**config.mk**
```make
export PLATFORM = sky130hd
export DESIGN_NAME = nonconsec_rep_responder
export DESIGN_NICKNAME = d
export VERILOG_FILES = /design/src/rtl/nonconsec_rep_pkg.sv /design/src/rtl/nonconsec_rep_responder_rise_detect.sv /design/src/rtl/nonconsec_rep_responder.sv
export SDC_FILE = /design/constraint.sdc
export NUM_CORES = 1
export LEC_CHECK = 0
export ABC_AREA = 1
export BUFFER_PORTS_ARGS = -buffer_cell sky130_fd_sc_hd__buf_4
export CORE_ASPECT_RATIO = 0.7
export CORE_MARGIN = 2
export CORE_UTILIZATION = 23
export CTS_CLUSTER_SIZE = 10
export DETAILED_ROUTE_END_ITERATION = 7
export GPL_ROUTABILITY_DRIVEN = 0
export PLACE_DENSITY = 0.52
export SLEW_MARGIN = 20
export SYNTH_ARGS = -nofsm -noshare
export SYNTH_HDL_FRONTEND = slang
export SYNTH_SLANG_ARGS = --single-unit
```
**constraint.sdc**
```tcl
create_clock -name clk -period 1.2 [get_ports clk]
set_input_delay 0.24 -clock clk [delete_from_list [all_inputs] [get_ports clk]]
set_output_delay 0.24 -clock clk [all_outputs]
set_load 0.01 [all_outputs]
```
**src/rtl/nonconsec_rep_pkg.sv**
```systemverilog
// Shared types and defaults for the non-consecutive repetition responder.
// Pure declarations; no logic, no latency, no backpressure.
package nonconsec_rep_pkg;

    typedef enum logic [1:0] {IDLE, COUNT, DONE} ncrep_state_t;

    localparam int REP_COUNT_DEF = 3;
    localparam int TIMEOUT_DEF   = 16;

endpackage

```
**src/rtl/nonconsec_rep_responder_rise_detect.sv**
```systemverilog
// Rising-edge detector: one history flop plus an AND.
// Latency: rose is combinational in the edge cycle; no backpressure.
// Backpressure: none, the input is sampled every cycle.
module rise_detect (
    input  logic clk,
    input  logic rst,
    input  logic sig,
    output logic rose
);

    logic sig_q;

    // History clears on reset, so a level held high across reset release reads as a rise.
    always_ff @(posedge clk) begin
        if (rst) sig_q <= 1'b0;
        else     sig_q <= sig;
    end

    assign rose = sig & ~sig_q;

endmodule

```
**src/rtl/nonconsec_rep_responder.sv**
```systemverilog
// Responder for trigger a / event b / completion c; c pulses after REP_COUNT b samples.
// Latency: c_o one cycle after the final b sample; timeout_o after TIMEOUT cycles in COUNT.
// Backpressure: none; rises while busy and b outside a transaction are ignored. Optional checks: NCREP_ASSERT_EN.
module nonconsec_rep_responder
    import nonconsec_rep_pkg::*;
#(
    parameter int REP_COUNT = REP_COUNT_DEF,
    parameter int TIMEOUT   = TIMEOUT_DEF,
    parameter int CNT_W     = $clog2(REP_COUNT + 1)
) (
    input  logic             clk,
    input  logic             rst,
    input  logic             a_i,
    input  logic             b_i,
    output logic             c_o,
    output logic             busy_o,
    output logic [CNT_W-1:0] count_o,
    output logic             timeout_o
);

    localparam int TMR_W = (TIMEOUT > 1) ? $clog2(TIMEOUT) : 1;

    ncrep_state_t     state;
    logic [TMR_W-1:0] timer;
    logic             rose;

    rise_detect u_rise (
        .clk  (clk),
        .rst  (rst),
        .sig  (a_i),
        .rose (rose)
    );

    always_ff @(posedge clk) begin
        if (rst) begin
            state     <= IDLE;
            count_o   <= '0;
            timer     <= '0;
            c_o       <= 1'b0;
            busy_o    <= 1'b0;
            timeout_o <= 1'b0;
        end else begin
            c_o       <= 1'b0;
            timeout_o <= 1'b0;
            case (state)
                IDLE: begin
                    if (rose) begin
                        // The b sampled in the rise cycle belongs to this transaction.
                        count_o <= CNT_W'(b_i);
                        timer   <= '0;
                        busy_o  <= 1'b1;
                        if (b_i && REP_COUNT == 1) begin
                            state <= DONE;
                            c_o   <= 1'b1;
                        end else begin
                            state <= COUNT;
                        end
                    end
                end
                COUNT: begin
                    if (b_i) count_o <= count_o + CNT_W'(1);
                    if (b_i && count_o == CNT_W'(REP_COUNT - 1)) begin
                        state <= DONE;
                        c_o   <= 1'b1;
                    end else if (TIMEOUT != 0 && timer == TMR_W'(TIMEOUT - 1)) begin
                        state     <= IDLE;
                        timeout_o <= 1'b1;
                        busy_o    <= 1'b0;
                        count_o   <= '0;
                    end else begin
                        timer <= timer + TMR_W'(1);
                    end
                end
                DONE: begin
                    state   <= IDLE;
                    busy_o  <= 1'b0;
                    count_o <= '0;
                end
                default: begin
                    state   <= IDLE;
                    busy_o  <= 1'b0;
                    count_o <= '0;
                end
            endcase
        end
    end

`ifdef NCREP_ASSERT_EN
    generate
        if (TIMEOUT == 0) begin : g_seq_chk
            a_rep_then_c: assert property (@(posedge clk) disable iff (rst)
                $rose(a_i) && !busy_o |-> b_i[=REP_COUNT] ##1 c_o);
        end
    endgenerate

    a_c_not_timeout: assert property (@(posedge clk) disable iff (rst) c_o |-> !timeout_o);
    a_c_single:      assert property (@(posedge clk) disable iff (rst) c_o |=> !c_o);
    a_count_bound:   assert property (@(posedge clk) disable iff (rst) count_o <= CNT_W'(REP_COUNT));
`endif

endmodule

```
==> key figures, run 1 <==
Outcome
  – Status: completed

Synthesis
  – Netlist cell types: 15
  – Synthesis-stage register bit count: 12
  – Synth warn: 0
  – Mapped Nets: 83
  – Seq/Total Area, Yosys: 0.435
  – Mapped Cells: 77
  – Mean Syn Cell Area: 7.17 sq um
  – Post-synthesis cell area: 552 sq um

Setup path
  – Worst-path fanout max: 3
  – R2r setup slk: 0.07 ns
  – CP arrival: 1.31 ns
  – Critical path class: reg2reg
  – CP endpoint kind: flip-flop
  – Crit path launch type: flip-flop
  – CP Data Required Time: 1.38 ns

Cells and area
  – Area Overhead vs Synth: 40.4%
  – Share of layout cells above drive strength 1: 0.368
  – Antenna cells: 0
  – # nets final: 103
  – Fin area: 774 sq um
  – Final Util: 0.351

GRT
  – Initial antenna violation count: 0
  – First-pass GRT wire length: 1.94 mm
  – Total track usage: 0.0917
  – Number of global-route vias before repair: 462
  – Largest net degree at the start of global routing: 8
  – Overflow after GRT: 0

Timing
  – Fin. Hold Viols: 0
  – Final Setup Violations: 0
  – Fin crit period: 1.13 ns
  – Period utilization: 0.943
  – Slew headroom: 0.850
  – Max Freq: 884 MHz
  – Setup Skew: 0.00272 ns
  – Final Max Tran Viols: 0
  – Worst-margin pin slew: 0.224 ns

Floorplanning
  – Core area: 2210 sq um
  – Row count: 14
  – Die Y: 45.0 um
  – Die area: 2810 sq um
  – Initial Utilization: 0.250
  – IO Count: 9
  – Chip Width: 62.5 um

Clocking
  – CTS HTree Levels: 1
  – Worst skew pair latency: 0.28 ns
  – Reg clk slew, reported paths: 0.07 ns
  – CTS root buf: clkbuf_4
  – Clock Path Buffers: 2
  – Num CTS Buffers: 3
  – Clock Sinks: 12
  – CTS tree: done
  – Cts hold-fix bufs: 0

Place
  – Area after DPL: 698 sq um
  – Port bufs: 8
  – DP Wirelength: 828 um

Power and ir drop
  – Pwr per Cell Area: 1070 nW/um^2
  – Peak supply drop: 0.000251 V
  – Leakage: 0.368 nW

Detailed routing
  – DR pass1 iterations: 4
  – DR vias/cell: 4.01
  – Vias: 509
  – DR WL/cell: 8.95 um
  – Initial drt markers: 13
  – WL final: 1.14 mm
  – Post-route ant nets: 0
  – Drc violations: 0

Hold path
  – Hold Path Class: in2reg

Run
  – Max-cap violations: 0
[cells by family after synthesis]
| kind of cell | after synthesis | synth area share |
|---|---|---|
| buffers and inverters | 12 | 0.0816 |
| XOR/XNOR | 1 | 0.0159 |
| AO/OA/AOI/OAI | 9 | 0.0816 |
| AND/OR/NAND/NOR | 41 | 0.340 |
| adder cells (fa/ha/maj) | 2 | 0.0453 |
| flip-flops | 12 | 0.435 |
[state kept, by name, summed over array words and instances, names as in the netlist]
name / cells
count_o: 2
timeout_o: 1
u_rise.sig_q: 1
state: 2
busy_o: 1
c_o: 1
timer: 4
[area by class of cell]
type                       instances  area [sq um]
clock buffer                       3          22.5
fill                             238          1430
inverter                          12          45.0
multi-input combinational         53           309
sequential                        12           245
tap                               32          40.0
timing repair buffer              15           113
[repair_timing]
action / 4_1_cts / 5_1_grt
setup buffers: 0 / 1
pin swaps: 0 / 3
cloned: 0 / 0
resized for setup: 3 / 13
setup endpoints to repair: 4 / 5
[Yosys cell counts]
master	number	area, sq um
ha_1	2	25.0
nand3_2	1	10.0
nand4_1	1	6.26
nand2_1	19	71.3
nand2_2	3	18.8
inv_1	11	41.3
o21ai_0	2	10.0
nor2_1	9	33.8
nand3_1	6	30.0
inv_2	1	3.75
dfxtp_1	12	240
or2_1	1	6.26
nor2_4	1	11.3
xor2_1	1	8.76
a21oi_1	7	35.0
[worst max-delay path, stage by stage (launching register included)]
cell	delay [ns]
dfxtp_2	0.33
inv_1	0.04
ha_2	0.19
nand2_4	0.08
inv_2	0.04
nand2_2	0.08
nand2_2	0.07
nand2_1	0.06
nand3_1	0.06
nand2_1	0.06
inv_1	0.04
[routing by layer]
| metal | wire (um) | GRT usage | up-vias |
|---|---|---|---|
| met5 | 0 | 0 | - |
| met4 | 20 | 0.0400 | 0 |
| met3 | 50 | 0.0424 | 2 |
| met2 | 508 | 0.142 | 9 |
| met1 | 558 | 0.112 | 220 |
| li1 | - | - | 278 |
[path summary, 6_finish.rpt]
| kind | start | to | cells past startpoint |
|---|---|---|---|
| worst min register to register | busy_o | busy_o | 2 |
| worst min-delay path | rst | timer[1] | 2 |
| worst max register to register | count_o[0] | count_o[0] | 10 |
| worst max-delay path | count_o[0] | count_o[0] | 10 |
[placed cells by master, fill, tap and decap left out]
cell type and count:
inv_1 10, ha_2 2, nand4_1 1, nor2_4 1
nor2_1 9, o21ai_1 2, xor2_1 1, inv_2 2
nand3_4 2, nand2_1 16, a21oi_1 7, or2_1 1
nand2_2 4, dfxtp_2 4, buf_4 15, clkbuf_4 3
nand2_4 2, dfxtp_1 8, nand3_1 5
[per-stage QoR]
step | cells | setup TNS (ns) | setup WS [ns] | power (mW) | hold slack [ns]
after global placement | 123 | 0 | 0.00477 | 0.570 | 0.441
after global routing | 127 | -0.0177 | -0.0167 | 0.882 | 0.170
after floorplan | 77 | 0 | 0.0195 | 0.517 | 0.309
final | 127 | 0 | 0.0684 | 0.830 | 0.165
after CTS | 126 | 0 | 0.0152 | 0.823 | 0.169
after detailed placement | 123 | -0.0299 | -0.0186 | 0.569 | 0.450
[where the power goes]
group	total [mW]	switching [mW]	leakage (nW)	internal, mW
logic	0.150	0.0862	0.254	0.0643
clock network	0.254	0.137	0.0138	0.117
registers	0.426	0.00945	0.0995	0.416
Note: power is estimated with default switching activity, not from simulation.
==> run 2, diff against run 1 <==
- MAX_ROUTING_LAYER: default -> met4
- PLACE_DENSITY: 0.52 -> 0.51
- SYNTH_HIERARCHICAL: default -> 1
==> key figures, run 2 <==
Power and ir drop
  – Net Sw Frac: 0.291 (+0.0104)
  – Int Pwr: 0.625 mW (+4.7%)
  – Comb power frac: 0.203 (+0.022)
  – Reg power frac: 0.487 (-0.026)
  – Peak supply drop: 0.000573 V (+130%)
  – Clock network power share: 0.310 (+0.004)
  – Leakage: 0.360 nW (-2.1%)
  – Psw: 0.256 mW (+10%)
  – Power Total: 0.881 mW (+6.2%)
  – Pwr per Cell Area: 1050 nW/um^2 (-2.0%)

Synthesis
  – Seq/Total Area, Yosys: 0.413 (-0.0225)
  – Netlist cell types: 23 (+8)
  – Synth warn: 6 (+6)
  – Synthesis-stage register bit count: 12 (unchanged)
  – Post-synth EDFFs: 0 (unchanged)
  – Post-synth top area share: 0.413 (-0.0225)
  – Ys async rst share: 0 (unchanged)
  – Mapped Cells: 79 (+2.6%)
  – Area leader, netlist: dfxtp_1
  – Area contributors post-synth: dfxtp_1 41%, nand2_1 13%, nor2_1 6.5%, inv_1 5.8%, ha_1 4.3%
  – Count leader, synth: nand2_1
  – Mean Syn Cell Area: 7.36 sq um (+2.8%)
  – Post-synthesis cell area: 582 sq um (+5.4%)
  – Synth Flop Type: dfxtp_1
  – Mapped Nets: 85 (+2.4%)
  – Commonest cells in the netlist: 20 x nand2_1, 12 x dfxtp_1, 10 x nor2_1

Place
  – Port bufs: 8 (unchanged)
  – Area after DPL: 737 sq um (+5.6%)
  – Setup WS pre-CTS: -0.0350 ns (-0.0164 ns)
  – DP Wirelength: 921 um (+11%)
  – Placed instance count: 127 (+3.3%)

Setup path
  – Worst-path fanout max: 4 (+1)
  – R2R depth: 8 (-2)
  – Worst r2r src: count_o[0]
  – CP Data Required Time: 1.38 ns (about the same)
  – Critical path class: reg2reg
  – R2r setup slk: 0.04 ns (-0.03 ns)
  – Reg2reg end: timer[0]
  – CP endpoint kind: flip-flop
  – CP arrival: 1.34 ns (+0.03 ns)
  – Crit path launch type: flip-flop

Detailed routing
  – Drc violations: 0 (unchanged)
  – WL final: 1.29 mm (+13%)
  – Routed met2 length: 530 um (+4.3%)
  – Post-route ant nets: 0 (unchanged)
  – DR vias/cell: 4.18 (+4.2%)
  – DR pass1 iterations: 4 (unchanged)
  – WL met1: 642 um (+15%)
  – Met3 routed WL: 85 um (+70%)
  – Top Metal Used: met4
  – Vias: 547 (+7.5%)
  – DR WL/cell: 9.83 um (+9.8%)
  – Initial drt markers: 14 (+1)

Cells and area
  – Biggest register: timer
  – Share of layout cells above drive strength 1: 0.433 (+0.0646)
  – Commonest non-fill, non-tap cell in the layout: buf_4
  – Area of the multi-input gates: 370 sq um (+20%)
  – Commonest non-fill, non-tap cells in the layout: 15 x buf_4, 14 x nand2_1, 10 x dfxtp_1, 9 x nand2_2, 9 x nor2_1
  – Area Overhead vs Synth: 44.3%
  – Largest register FFs: 4 (unchanged)
  – Layout Cells excl Fill: 131 (+3.1%)
  – Biggest regs: timer: 4 flops, count_o: 2 flops, state: 2 flops
  – Antenna cells: 0 (unchanged)
  – Final Util: 0.344 (-0.00680)
  – # nets final: 104 (+0.97%)
  – Sequential standard cell area: 245 sq um (unchanged)
  – Fin area: 840 sq um (+8.4%)
  – Fillers: 272 (+14%)

Timing
  – Fin crit period: 1.16 ns (+0.0263 ns)
  – Final hold slack: 0.167 ns (+0.00232 ns)
  – Worst Slack Setup Final: 0.0422 ns (-0.0263 ns)
  – Final Max Tran Viols: 0 (unchanged)
  – Unrepaired setup endpoints after global routing: true
  – Final TNS setup: 0 ns (unchanged)
  – Worst-margin pin slew: 0.300 ns (+0.0767 ns)
  – Period utilization: 0.965 (+0.0219)
  – Max Freq: 864 MHz (-2.3%)
  – Slew headroom: 0.798 (-0.0524)
  – Fin. Hold Viols: 0 (unchanged)
  – Final Setup Violations: 0 (unchanged)
  – Setup Skew: 0.00199 ns (-0.000739 ns)

Hold path
  – Worst Hold End: u_rise/sig_q
  – Hold Path Class: in2reg
  – Worst hold path depth: 3 (+1)
  – Worst hold start: a_i

Floorplanning
  – Chip Width: 64.1 um (+2.5%)
  – Core area: 2440 sq um (+11%)
  – Initial Utilization: 0.238 (-0.0115)
  – Row count: 15 (+1)
  – Die area: 2950 sq um (+5.0%)
  – IO Count: 9 (unchanged)
  – Die Y: 46.1 um (+2.4%)

Clocking
  – CTS root buf: clkbuf_4
  – Clock Path Buffers: 2 (unchanged)
  – Setup Buffers After CTS: 0 (unchanged)
  – Clock Sinks: 12 (unchanged)
  – CTS HTree Levels: 1 (unchanged)
  – Num CTS Buffers: 3 (unchanged)
  – Reg clk slew, reported paths: 0.07 ns (about the same)
  – Worst skew pair latency: 0.28 ns (about the same)
  – CTS tree: done

GRT
  – Number of global-route vias before repair: 471 (+1.9%)
  – Initial antenna violation count: 0 (unchanged)
  – Total track usage: 0.0993 (+0.00767)
  – Largest net degree at the start of global routing: 13 (+5)
  – First-pass GRT wire length: 2.07 mm (+6.8%)
  – Overflow after GRT: 0 (unchanged)

Outcome
  – Status: completed

Run
  – Max-cap violations: 0 (unchanged)
## run 2: cell count changes after synthesis, sizes merged, moves of 2 or more
cell   before  now
inv        12    9
nand2      22   24
nand3       7    4
a21oi       7    4
## run 2: worst max path at each step
stage                     startpoint  endpoint  slack [ns]  depth (start not counted)
after CTS                   timer[0]  timer[3]        0.01                          7
final                     count_o[0]  timer[0]        0.04                          8
after floorplan           count_o[0]    busy_o       0.003                          8
after detailed placement  count_o[0]  timer[1]       -0.03                          8
after global routing      count_o[0]  timer[2]       -0.03                          7
after global placement    count_o[0]  timer[1]       -0.05                          8
## run 2: metal layers
layer	up-vias	track usage
met1	239	0.125
li1	289	-
met2	15	0.140
met3	4	0.0440
met4	0	0.0383
met5	-	-
## run 2: worst max-delay path, cell delays in order (launching register included)
cell and delay, ns:
dfxtp_4 0.35, inv_2 0.04, ha_4 0.15, nand2_4 0.07
clkinv_4 0.06, o21ai_4 0.14, nand2_2 0.10, nand2_1 0.09
a21boi_2 0.05
## run 2: what timing repair did
item                       in CTS  in global routing
resized for setup               7                 13
cloned                          0                  0
setup endpoints to repair       6                  7
pin swaps                       5                  9
hold buffers                    0                  0
## run 2: power groups by stage
stage               combinational, mW  clock, mW  sequential, mW
finish                          0.179      0.273           0.429
global placement                0.149          0           0.433
floorplan                      0.0856          0           0.438
detailed placement              0.148          0           0.433
CTS                             0.158      0.273           0.425
global route                    0.198      0.310           0.431
## run 2: cell families (layout without fill, tap and decap cells)
group / count (synthesis) / count (layout) / synth area share
AND/OR/NAND/NOR: 42 / 42 / 0.325
flip-flops: 12 / 12 / 0.413
XOR/XNOR: 2 / 2 / 0.0301
adder cells (fa/ha/maj): 2 / 2 / 0.0430
buffers and inverters: 11 / 29 / 0.0731
AO/OA/AOI/OAI: 10 / 10 / 0.116
## run 2: final cells by class
cell class / count / share of cell area
Multi-Input combinational cell: 56 / 0.441
Sequential cell: 12 / 0.292
Timing Repair Buffer: 15 / 0.134
Inverter: 10 / 0.0507
Tap cell: 34 / 0.0507
Clock buffer: 4 / 0.0313
==> run 3, diff against run 2 <==
- CORE_AREA: default -> 2 2 39 41
- CORE_ASPECT_RATIO: 0.7 -> default
- CORE_MARGIN: 2 -> default
- CORE_UTILIZATION: 23 -> default
- DIE_AREA: default -> 0 0 41 43
- PLACE_DENSITY: 0.51 -> 0.77
- RECOVER_POWER: default -> 25
==> key figures, run 3 (synthesis results as in run 2) <==
Clocking
  – CTS HTree Levels: 1 (unchanged)
  – Clock Path Buffers: 2 (unchanged)
  – Setup Buffers After CTS: 0 (unchanged)
  – Clock Sinks: 12 (unchanged)
  – Num CTS Buffers: 3 (unchanged)
  – Cts hold-fix bufs: 0 (unchanged)
  – Worst skew pair latency: 0.28 ns (about the same)
  – Reg clk slew, reported paths: 0.08 ns (about the same)
  – CTS tree: done
  – CTS root buf: clkbuf_4

Floorplanning
  – Die Y: 43 um (-6.7%)
  – Chip Width: 41 um (-36%)
  – Initial Utilization: 0.420 (+0.182)
  – Row count: 14 (-1)
  – Core area: 1380 sq um (-43%)
  – Die area: 1760 sq um (-40%)
  – IO Count: 9 (unchanged)

Power and ir drop
  – Peak supply drop: 0.000867 V (+51%)
  – Leakage: 0.359 nW (-0.23%)
  – Power Total: 0.870 mW (-1.2%)
  – Psw: 0.253 mW (-1.2%)
  – Int Pwr: 0.617 mW (-1.3%)
  – Comb power frac: 0.198 (-0.005)
  – Net Sw Frac: 0.291 (about the same)
  – Pwr per Cell Area: 1080 nW/um^2 (+2.9%)
  – Clock network power share: 0.308 (-0.002)
  – Reg power frac: 0.494 (+0.007)

Timing
  – Period utilization: 0.989 (+0.0241)
  – Fin crit period: 1.19 ns (+0.0290 ns)
  – Setup Skew: 0.00489 ns (+0.00291 ns)
  – Worst-margin pin slew: 0.238 ns (-0.0621 ns)
  – Final TNS setup: 0 ns (unchanged)
  – Final Max Tran Viols: 0 (unchanged)
  – Final Setup Violations: 0 (unchanged)
  – Fin. Hold Viols: 0 (unchanged)
  – Unrepaired setup endpoints after global routing: true
  – Final hold slack: 0.176 ns (+0.00944 ns)
  – Max Freq: 843 MHz (-2.4%)
  – Slew headroom: 0.840 (+0.0418)

Place
  – Port bufs: 8 (unchanged)
  – DP Wirelength: 867 um (-5.9%)
  – Placed instance count: 107 (-16%)

GRT
  – GRT met2 Usage: 0.309 (+0.170)
  – Total track usage: 0.188 (+0.0889)
  – Initial antenna violation count: 0 (unchanged)
  – Largest net degree at the start of global routing: 13 (unchanged)
  – Overflow after GRT: 0 (unchanged)
  – First-pass GRT wire length: 2.18 mm (+5.3%)
  – Number of global-route vias before repair: 532 (+13%)
  – GRT met1 Usage: 0.193 (+0.0674)
  – Met3 Usage GRT: 0.0942 (+0.0502)
  – GRT busiest layer: met2

Detailed routing
  – Initial drt markers: 5 (-9)
  – DR vias/cell: 4.98 (+19%)
  – Drc violations: 0 (unchanged)
  – WL final: 1.30 mm (+0.62%)
  – DR pass1 iterations: 4 (unchanged)
  – Post-route ant nets: 0 (unchanged)
  – DR WL/cell: 11.7 um (+19%)
  – Vias: 553 (+1.1%)

Setup path
  – Worst-path fanout max: 4 (unchanged)
  – Crit path launch type: flip-flop
  – CP Data Required Time: 1.37 ns (about the same)
  – Critical path class: reg2reg
  – CP endpoint kind: flip-flop
  – CP arrival: 1.36 ns (+0.02 ns)

Cells and area
  – Area Overhead vs Synth: 38.5%
  – Share of layout cells above drive strength 1: 0.379 (-0.0540)
  – Largest register FFs: 4 (unchanged)
  – # nets final: 102 (-1.9%)
  – Biggest register: timer
  – Commonest non-fill, non-tap cells in the layout: 16 x nand2_1, 12 x buf_4, 10 x nor2_1, 10 x dfxtp_1, 8 x inv_1
  – Commonest non-fill, non-tap cell in the layout: nand2_1
  – Antenna cells: 0 (unchanged)
  – Layout Cells excl Fill: 111 (-15%)
  – Biggest regs: timer: 4 flops, count_o: 2 flops, state: 2 flops

Hold path
  – Hold Path Class: in2reg

Outcome
  – Status: completed

Run
  – Max-cap violations: 0 (unchanged)
[run 3: final cells by class]
type                       instances  area (sq um)
fill                             131           578
multi-input combinational         56           378
sequential                        12           245
timing repair buffer              13          93.8
inverter                          10          42.5
clock buffer                       4          26.3
tap                               16          20.0
[run 3: what timing repair did]
action | in CTS | in global routing
setup endpoints to repair | 5 | 6
gates resized for setup | 9 | 11
pin swaps | 6 | 5
[run 3: worst max-delay path, cell delays in order (launching register included)]
cell and delay (ns):
dfxtp_4 0.36, inv_2 0.04, ha_4 0.15, nand2_4 0.07, clkinv_4 0.07, o21ai_4 0.15, nand2_2 0.09, nand3b_1 0.09
nand2_1 0.05
[run 3: path summary, 6_finish.rpt]
| kind | start | to | slack [ns] | cells after the start |
|---|---|---|---|---|
| max | count_o[0] | timer[1] | 0.01 | 8 |
| min | a_i | u_rise/sig_q | 0.18 | 3 |
| max reg2reg | count_o[0] | timer[1] | 0.01 | 8 |
| min reg2reg | busy_o | busy_o | 0.50 | 2 |
[run 3: per-stage QoR]
stage / setup WS, ns / util / cell area (sq um)
finish: 0.0132 / 0.582 / 806
global route: -0.0317 / 0.582 / 806
CTS: 0.0180 / 0.551 / 762
detailed placement: -0.0376 / 0.505 / 699
global placement: -0.0294 / 0.505 / 699
floorplan: 0.00300 / - / 586
[run 3: routing by layer]
metal / share of wire / wire length, um / up-vias
met4: 0.0069 / 9 / 0
met3: 0.045 / 58 / 5
met1: 0.38 / 487 / 255
met2: 0.57 / 741 / 8
li1: - / - / 285
met5: 0 / 0 / -
[run 3: power by group through the flow]
stage / Clock (mW) / Sequential [mW] / Combinational [mW]
6_report: 0.268 / 0.430 / 0.172
5_1_grt: 0.297 / 0.431 / 0.189
4_1_cts: 0.278 / 0.426 / 0.153
3_5_place_dp: 0 / 0.434 / 0.142
3_3_place_gp: 0 / 0.433 / 0.140
2_1_floorplan: 0 / 0.438 / 0.0856
